**src/rtl/gelato_inst_buffer_mw.sv**
```systemverilog
// Per-warp circular instruction FIFOs between the decoder and the warp scheduler,
// with decoder backpressure, per-warp flush and a global rdy stall.
module gelato_inst_buffer_mw #(
  parameter int WARP_NUM  = 4,
  parameter int DEPTH     = 4,
  parameter int INST_W    = 64,
  parameter int WARP_ID_W = $clog2(WARP_NUM),
  parameter int CNT_W     = $clog2(DEPTH + 1)
) (
  input  logic                         clk,
  input  logic                         rst,
  input  logic                         rdy,
  input  logic                         in_valid,
  input  logic [WARP_ID_W-1:0]         in_warp,
  input  logic [INST_W-1:0]            in_inst,
  output logic                         in_ready,
  output logic [WARP_NUM-1:0]          out_valid,
  output logic [WARP_NUM*INST_W-1:0]   out_inst,
  input  logic [WARP_NUM-1:0]          out_pop,
  input  logic [WARP_NUM-1:0]          flush,
  output logic [WARP_NUM-1:0]          full,
  output logic [WARP_NUM*CNT_W-1:0]    count
);

  localparam int PTR_W = $clog2(DEPTH);

  logic [INST_W-1:0]   mem    [WARP_NUM][DEPTH];
  logic [PTR_W-1:0]    wr_ptr [WARP_NUM];
  logic [PTR_W-1:0]    rd_ptr [WARP_NUM];
  logic [CNT_W-1:0]    cnt    [WARP_NUM];

  logic [WARP_NUM-1:0] full_int;
  logic [WARP_NUM-1:0] valid_int;
  logic [WARP_NUM-1:0] push_sel;
  logic [WARP_NUM-1:0] pop_sel;

  always_comb begin
    for (int i = 0; i < WARP_NUM; i++) begin
      full_int[i]  = (cnt[i] == CNT_W'(DEPTH));
      valid_int[i] = (cnt[i] != '0);
    end
  end

  // An out-of-range in_warp matches no warp, so it is never ready.
  always_comb begin
    in_ready = 1'b0;
    for (int i = 0; i < WARP_NUM; i++) begin
      if (in_warp == WARP_ID_W'(i)) begin
        in_ready = rdy && !full_int[i] && !flush[i];
      end
    end
  end

  always_comb begin
    for (int i = 0; i < WARP_NUM; i++) begin
      push_sel[i] = in_valid && in_ready && (in_warp == WARP_ID_W'(i));
      pop_sel[i]  = rdy && out_pop[i] && valid_int[i];
    end
  end

  always_ff @(posedge clk) begin
    for (int i = 0; i < WARP_NUM; i++) begin
      if (push_sel[i]) begin
        mem[i][wr_ptr[i]] <= in_inst;
      end
    end
  end

  // Flush wins over a same-cycle pop of that warp; push is already blocked by in_ready.
  always_ff @(posedge clk) begin
    if (rst) begin
      for (int i = 0; i < WARP_NUM; i++) begin
        wr_ptr[i] <= '0;
        rd_ptr[i] <= '0;
        cnt[i]    <= '0;
      end
    end else begin
      for (int i = 0; i < WARP_NUM; i++) begin
        if (rdy && flush[i]) begin
          wr_ptr[i] <= '0;
          rd_ptr[i] <= '0;
          cnt[i]    <= '0;
        end else begin
          if (push_sel[i]) begin
            wr_ptr[i] <= wr_ptr[i] + PTR_W'(1);
          end
          if (pop_sel[i]) begin
            rd_ptr[i] <= rd_ptr[i] + PTR_W'(1);
          end
          case ({push_sel[i], pop_sel[i]})
            2'b10:   cnt[i] <= cnt[i] + CNT_W'(1);
            2'b01:   cnt[i] <= cnt[i] - CNT_W'(1);
            default: cnt[i] <= cnt[i];
          endcase
        end
      end
    end
  end

  always_comb begin
    out_inst  = '0;
    count     = '0;
    out_valid = valid_int;
    full      = full_int;
    for (int i = 0; i < WARP_NUM; i++) begin
      count[i*CNT_W +: CNT_W] = cnt[i];
      if (valid_int[i]) begin
        out_inst[i*INST_W +: INST_W] = mem[i][rd_ptr[i]];
      end
    end
  end

endmodule

```
**config.mk**
```make
export PLATFORM = sky130hd
export DESIGN_NAME = gelato_inst_buffer_mw
export DESIGN_NICKNAME = d
export VERILOG_FILES = /design/src/rtl/gelato_inst_buffer_mw.sv
export SDC_FILE = /design/constraint.sdc
export NUM_CORES = 1
export LEC_CHECK = 0
export BUFFER_PORTS_ARGS = -buffer_cell sky130_fd_sc_hd__buf_2
export CORE_MARGIN = 2
export CORE_UTILIZATION = 59
export CTS_BUF_LIST = sky130_fd_sc_hd__clkbuf_8 sky130_fd_sc_hd__clkbuf_16
export CTS_CLUSTER_SIZE = 12
export DETAILED_ROUTE_END_ITERATION = 8
export PLACE_DENSITY_LB_ADDON = 0.12
export SKIP_CTS_REPAIR_TIMING = 1
export SLEW_MARGIN = 20
export SYNTH_ARGS = -nofsm -noshare
export SYNTH_HDL_FRONTEND = slang
export SYNTH_SLANG_ARGS = --single-unit
```
**constraint.sdc**
```tcl
create_clock -name clk -period 3.67 [get_ports clk]
set_input_delay 0.734 -clock clk [delete_from_list [all_inputs] [get_ports clk]]
set_output_delay 0.734 -clock clk [all_outputs]
set_load 0.02 [all_outputs]
```
# Word-level counts from Yosys, hierarchy flattened
# Memories as Yosys holds them, arrays and structs flattened.
# Index checks and enable logic that the tools add are counted.
[totals] ff_bits=0 mem_bits_rw=1052 memories=4 latch_bits=0 mem_bits_ro=0 wordCells=303 inputBits=78 output_inout_bits=277
[classes] n_addsub=16 shifts=0 bitwise=40 div_mod_pow=0 mul=0 n_lt_le_gt_ge=12 n_reduce_logical=49 mux=167 eq_ne=15
[mem_list] memory="mem" depth=4 width=256 read_ports=4 rd_ports_with_merged_regs=0 write_ports=1 line_no="27" rtl="logic [INST_W-1:0] mem [WARP_NUM][DEPTH];"
[mem_list] memory="cnt" depth=4 width=3 read_ports=4 rd_ports_with_merged_regs=0 write_ports=4 line_no="30" rtl="logic [CNT_W-1:0] cnt [WARP_NUM];"
[mem_list] memory="rd_ptr" depth=4 width=2 read_ports=4 rd_ports_with_merged_regs=0 write_ports=4 line_no="29" rtl="logic [PTR_W-1:0] rd_ptr [WARP_NUM];"
[mem_list] memory="wr_ptr" depth=4 width=2 read_ports=4 rd_ports_with_merged_regs=0 write_ports=4 line_no="28" rtl="logic [PTR_W-1:0] wr_ptr [WARP_NUM];"
[ops] cell="$mux W256" n=10
[ops] cell="$mux W64" n=16
[ops] cell="$reduce_or A256 Y1" n=3
[ops] cell="$bmux W64 S2" n=4
[ops] cell="$demux W64 S2" n=4
[ops] cell="$mux W1" n=98
[ops] cell="$mux W3" n=16
[ops] cell="$mux W2" n=19
[ops] cell="$or A1 B1 Y1" n=32
[ops] cell="$logic_and A1 B1 Y1" n=29
[ops] cell="$ge A3 B3 Y1 const B" n=8
[ops] cell="$not A2 Y3" n=8
[ops] cell="$add A2 B1 Y2 const B" n=8
[ops] cell="$add A3 B1 Y3 const B" n=4
[ops] cell="$eq A2 B2 Y1 const B" n=6
[ops] cell="$eq A3 B3 Y1 const B" n=4
[ops] cell="$lt A3 B1 Y1 const B" n=4
[ops] cell="$reduce_bool A3 Y1" n=4
[ops] cell="$sub A3 B1 Y3 const B" n=4
[ops] cell="$eq A2 B1 Y1 const B" n=5
[ops] cell="$logic_not A1 Y1" n=8
[ops] cell="$reduce_or A2 Y1" n=4
[ops] cell="$logic_not A2 Y1" n=1

# Logic depth before layout (Yosys ltp)
# Gate-level depths: netlist (run 1).
[depth] word_depth=18 depth_mapped=10 ltp_nobuf=9

# Worst setup path before layout (run 1)
# OpenSTA, ideal clock, no wires.
[synth_timing] path_kind="input port to flip-flop" startpoint="in rdy" endpoint="mem mem[3][0] (netlist name) (enable)" setup_slack_ns=0.364 cell_stages=5 arrival_time_ns=2.877 n_path_buf=1 setup_ns=0.429 required_ns=3.241 path_cell_list="buf_2 and3_1 nand3_1 inv_1 and2_1"
[synth_via] elab_chain_len=14 elab_cells_between_ends=34 classes_between="18 x mux; 16 x reduce/logical"
[synth_rtl] element="start, declared" line_no="12" rtl="input logic rdy,"
[synth_rtl] element="$logic_and A1 B1 Y1 (2 in series)" line_no="49" rtl="in_ready = rdy && !full_int[i] && !flush[i];"
[synth_rtl] element="$mux W1 (3 in series)" line_no="48" rtl="if (in_warp == WARP_ID_W'(i)) begin"
[synth_rtl] element="$mux W1 *" line_no="48"
[synth_rtl] element="$logic_and A1 B1 Y1 *" line_no="56" rtl="push_sel[i] = in_valid && in_ready && (in_warp == WARP_ID_W'(i));"
[synth_rtl] element="$logic_and A1 B1 Y1" line_no="56"
[synth_rtl] element="$mux W1" line_no="63" rtl="if (push_sel[i]) begin"
[synth_rtl] element="$mux W256 (implied by the code)" line_no="64" rtl="mem[i][wr_ptr[i]] <= in_inst;"
[synth_rtl] element="$reduce_or A256 Y1 (no line)"
[synth_rtl] element="$mux W2 (no line) or $mux W256 (tied branches) (3 in series)"
[synth_rtl] element="end, declared" line_no="27"
# Mark *: on every way between the ends. The rest lies on a longest branch, timed or not.

==> reports/metrics.csv, run 1 <==
metric;value;unit
Slew headroom;38.4;%
top_reg_cell synth;edfxtp_1;
Clock Latency Late Sink;660;ps
vias in the first global route;20600;
Die Width;267;um
RSZ-0062 raised after global routing;false;
post-synthesis net count;1953;
Max FO, Critical Path;4;
clk_skew;18.4;ps
CORE AREA;0.0685;mm2
die height;267;um
TritonCTS Buffers;105;
ys async rst share;0;%
Data arrival, critical path;2800;ps
synth-to-layout area growth;15.0;%
Sink Count;1052;
run status;complete, no violations;
fin crit share;96.3;%
most frequent cell after synthesis;edfxtp_1;
Worst VDD drop;0.000446;V
worst-margin pin slew;923;ps
yosys warns;0;
area share of the largest cell type after synthesis;77.4;%
startpoint types;register;
DR iter-0 viols;2365;
htree depth;3;
Seq cells post-synth;1052;
LEAKAGE;15.8;nW
fin cells;3204;
Post-Route WL;95500;um
Post-synth top cells;edfxtp_1 (1052), and2_1 (275), mux4_2 (256);
fraction of layout cells with a size suffix above 1;34.6;%
pwr/cell area;534;mW/mm2
CTS tree;done;
first-pass GRT wire length;140000;um
initial antenna violation count;6;
Max Freq;283;MHz
gr usage total;27.5;%
vias per cell;6.26;
Clk Tree Root Cell;clkbuf_16;
IO Count;355;
max cap viols;0;
syn_area_per_cell;22.2;um2
Avg WL per Cell;29.8;um
hpwl dp;57600;um
CP endpoint kind;primary output;
buffers added on ports;354;
overflow left after global routing;0;
largest net degree at the start of global routing;66;
setup TNS;0;ps
residual DRC count;0;
Nets;2376;
Placed Cells;3037;
Tmin final;3530;ps
Cells after Synth;1839;
sequential share of the synthesized area;77.4;%
GP Congestion;0.841;
Syn Std Cell Area;0.0408;mm2
fillcell total;4295;
Fin. Hold Viols;0;
worst min path class;in -> reg;
die area;0.0713;mm2
synth unique cells;35;
Max Buffers Root-to-Sink;3;
Required @ worst endpoint;2940;ps
final setup violation count;0;
final antenna-violating net count;0;
Initial Util;59.6;%
Site Rows;96;
Yosys top cell by area;edfxtp_1;
fin. max-slew vios;0;
top cells by area, synth;edfxtp_1 (77%), mux4_2 (14%), and2_1 (4.2%);
drt pass-1 iters;6;
crit path kind;reg -> out;
EDFF count, synth;1052;
Clock transition at path regs;60;ps
via count;20100;
## state kept, by name, summed over array words and instances (netlist names)
register,cells
mem,1024
cnt,12
rd_ptr,8
wr_ptr,8
## through the flow
stage	hold slack (ps)	setup WS, ps	instance area, um2	total power, mW	util (%)
2_1_floorplan	597	364	40800	14.9	-
4_1_cts	430	183	46900	25.2	68.5
6_report	464	136	46900	25.0	68.5
3_5_place_dp	637	792	44000	15.9	64.2
3_3_place_gp	614	828	44000	15.9	64.2
5_1_grt	459	50.8	46900	25.8	68.5
## kinds of logic after synthesis
kind of cell               share of synthesized area (%)
AOI/OAI and AO/OA                                  0.393
muxes                                               14.3
buffers and inverters                               1.57
adders and majority gates                           1.10
xor gates and xnor gates                           0.172
and+or+nand+nor                                     5.07
DFF                                                 77.4
## path summary, 6_finish.rpt
| path | startpoint | end | slack (ps) | depth (start not counted) |
|---|---|---|---|---|
| min | in_inst[55] | mem[0][183]$_DFFE_PP_ | 460 | 1 |
| max reg2reg | cnt[0][0]$_SDFFCE_PN0P_ | mem[0][9]$_DFFE_PP_ | 980 | 6 |
| max | cnt[0][0]$_SDFFCE_PN0P_ | in_ready | 140 | 6 |
| min reg2reg | cnt[2][0]$_SDFFCE_PN0P_ | cnt[2][0]$_SDFFCE_PN0P_ | 640 | 1 |
## report_power, final
part           total (mW)  internal [mW]  switching (mW)
clock                9.39           5.17            4.23
combinational        2.33          0.843            1.49
sequential           13.3           13.3          0.0427
total                25.0           19.3            5.76
## final cells by class
type | count | area, um2 | area share, %
multi-input combinational | 672 | 8610 | 18.4
clock inverter | 59 | 289 | 0.616
sequential | 1052 | 31600 | 67.3
timing repair buffer | 404 | 2570 | 5.48
antenna | 2 | 5.00 | 0.0107
inverter | 27 | 101 | 0.216
tap | 882 | 1100 | 2.35
clock buffer | 106 | 2650 | 5.65
## per-layer routing
metal / global-route usage (%) / vias to the layer above / wire (um)
li1: - / 8278 / -
met1: 40.7 / 10700 / 39100
met2: 42.7 / 959 / 45800
met3: 5.54 / 139 / 8230
met4: 7.17 / 8 / 2290
met5: 0 / - / 42
## cells in the final DEF, fill, tap and decap left out, types with 2 or more instances in the layout
cell       instances
edfxtp_1        1052
buf_2            354
and2_1           259
mux4_2           256
clkbuf_16        106
inv_1             51
ha_1              36
buf_12            34
clkinv_1          20
and2_4            16
buf_4             16
nor3_1            15
nand2_1           12
nor2_1            11
a21oi_1            8
nand3_1            7
nor2b_1            7
clkinv_2           7
inv_6              6
mux2i_1            5
nand2b_2           4
a21o_1             4
o21ai_0            4
xnor2_1            4
xor2_1             4
diode_2            2
and3_1             2
a221oi_1           2
a211oi_1           2
nor4_1             2
a22oi_1            2
## worst max-delay path: stages (launching register included)
cell and delay [ps]:
edfxtp_1 450, inv_1 110, ha_1 260, a211o_1 200
a21boi_0 590, o22ai_1 280, buf_2 240
No activity file was read; power rests on OpenSTA's default activity.
==> run 2, diff against run 1 <==
Settings changed: CORE_ASPECT_RATIO set to 1.1.
==> reports/metrics.csv, run 2 (synthesis gave the netlist of run 1 again) <==
metric;value;unit
run status;complete, no violations;
vias in the first global route;20300;
Required @ worst endpoint;2940;ps
Worst VDD drop;0.000443;V
post-layout util;68.0;%
Clock Power Share;37.4;%
pre-CTS setup slack;767;ps
buffers added on ports;354;
Max Freq;283;MHz
startpoint types;register;
first-pass GRT wire length;135000;um
CP bufs+invs;3;
Hold Crit Depth;1;
worst min path class;in -> reg;
Clock transition at path regs;60;ps
hold slack;472;ps
Data arrival, critical path;2790;ps
critical path, cell by cell;inv_1 > ha_1 > nand2b_2 > buf_12 > and2_1 > buf_2;
drt pass-1 iters;7;
Avg WL per Cell;28.9;um
max reg flops;1024;
CP endpoint kind;primary output;
Worst path slowest cell;nand2b_2;
die height;280;um
Post-Route WL;93400;um
gr usage total;26.6;%
IO Count;355;
Sink Count;1052;
combinational cell fraction of total power;9.2;%
hpwl dp;56300;um
CTS tree;done;
reg2reg setup slack;780;ps
fin. max-slew vios;0;
Clk Tree Root Cell;clkbuf_16;
reg2reg path depth;8;
Initial Util;59.3;%
overflow left after global routing;0;
DR iter-0 viols;1682;
Placed Cells;3078;
GP Congestion;0.832;
Clock Latency Late Sink;650;ps
worst-margin pin slew;818;ps
Nets;2369;
LEAKAGE;15.7;nW
htree depth;3;
clk_skew;16.3;ps
commonest cells after routing, fill and taps aside;edfxtp_1 (1052), buf_2 (354), and2_1 (259);
switching power;5.58;mW
Max FO, Critical Path;42;
RSZ-0062 raised after global routing;false;
Site Rows;101;
setup TNS;0;ps
Die Width;255;um
R2R Path End;cnt[0][1]$_SDFFCE_PN0P_;
fraction of layout cells with a size suffix above 1;34.3;%
Worst Min Path Start;in_inst[54];
residual DRC count;0;
Sequential Power Share;53.4;%
Setup WS post-layout;143;ps
delay-heaviest family, CP;simple AND/OR/NAND/NOR gates;
CP peak stage delay;560;ps
CORE AREA;0.0687;mm2
Stages on worst setup path;6;
Tmin final;3530;ps
switching share of power;22.4;%
Fin. Hold Viols;0;
via count;19600;
TritonCTS Buffers;102;
fin cells;3229;
largest net degree at the start of global routing;67;
max cap viols;0;
Slew headroom;45.4;%
Hold EP;mem[3][246]$_DFFE_PP_;
die area;0.0713;mm2
synth-to-layout area growth;14.6;%
Max Buffers Root-to-Sink;3;
reg2reg start;cnt[0][0]$_SDFFCE_PN0P_;
crit path kind;reg -> out;
final setup violation count;0;
vias per cell;6.08;
fin crit share;96.1;%
commonest non-fill, non-tap cell in the layout;edfxtp_1;
final antenna-violating net count;0;
initial antenna violation count;3;
internal power;19.4;mW
pwr/cell area;534;mW/mm2
[run 2: cell types whose count changed in the layout (fill, tap and decap cells not counted), sizes merged]
cell and change:
clkinv -15, buf -4, inv -3, bufinv +2, clkinvlp +1, diode -1
[run 2: how the worst max path moves through the flow]
| stage | startpoint | endpoint | slack [ps] |
|---|---|---|---|
| 2_1_floorplan | rdy | mem[3][0]$_DFFE_PP_ | 360 |
| 3_3_place_gp | flush[2] | mem[2][183]$_DFFE_PP_ | 790 |
| 3_5_place_dp | rdy | mem[2][183]$_DFFE_PP_ | 770 |
| 4_1_cts | cnt[1][0]$_SDFFCE_PN0P_ | out_inst[71] | 130 |
| 5_1_grt | cnt[1][0]$_SDFFCE_PN0P_ | out_inst[71] | 90 |
| 6_report | cnt[1][0]$_SDFFCE_PN0P_ | out_inst[71] | 140 |
[run 2: power groups by stage]
stage | Sequential (mW) | Clock (mW) | Combinational [mW]
after floorplan | 13.6 | 0 | 1.38
after global placement | 13.6 | 0 | 2.28
after detailed placement | 13.6 | 0 | 2.31
after CTS | 13.3 | 9.50 | 2.32
after global routing | 13.3 | 9.92 | 2.43
final | 13.3 | 9.33 | 2.29
[run 2: routing by layer]
metal	routed length [um]	vias up	GRT usage, %	share of wire (%)
met4	2670	4	8.79	2.9
li1	-	8255	-	-
met5	27	-	0	0.029
met3	6620	147	5.13	7.1
met2	48300	767	44.9	52
met1	35800	10500	35.4	38
[run 2: area by class of cell]
class                           instances  area, um2
Antenna cell                            1       2.50
Clock inverter                         44        245
Sequential cell                      1052      31600
Clock buffer                          106       2650
Fill cell                            4484      22000
Timing Repair Buffer                  400       2350
Inverter                               27        101
Multi-Input combinational cell        672       8620
Tap cell                              927       1160
[run 2: through the flow]
step	area, um2	power, mW
6_report	46700	24.9
5_1_grt	46700	25.7
4_1_cts	46700	25.1
3_5_place_dp	43800	15.9
3_3_place_gp	43800	15.8
2_1_floorplan	40800	14.9
[run 2: worst reg2reg max path: stages (launching register included)]
cell	delay, ps
edfxtp_1	410
inv_1	90
ha_1	270
nand2b_4	590
nand3_1	310
inv_1	120
ha_1	210
nor2_1	80
o21ai_0	450
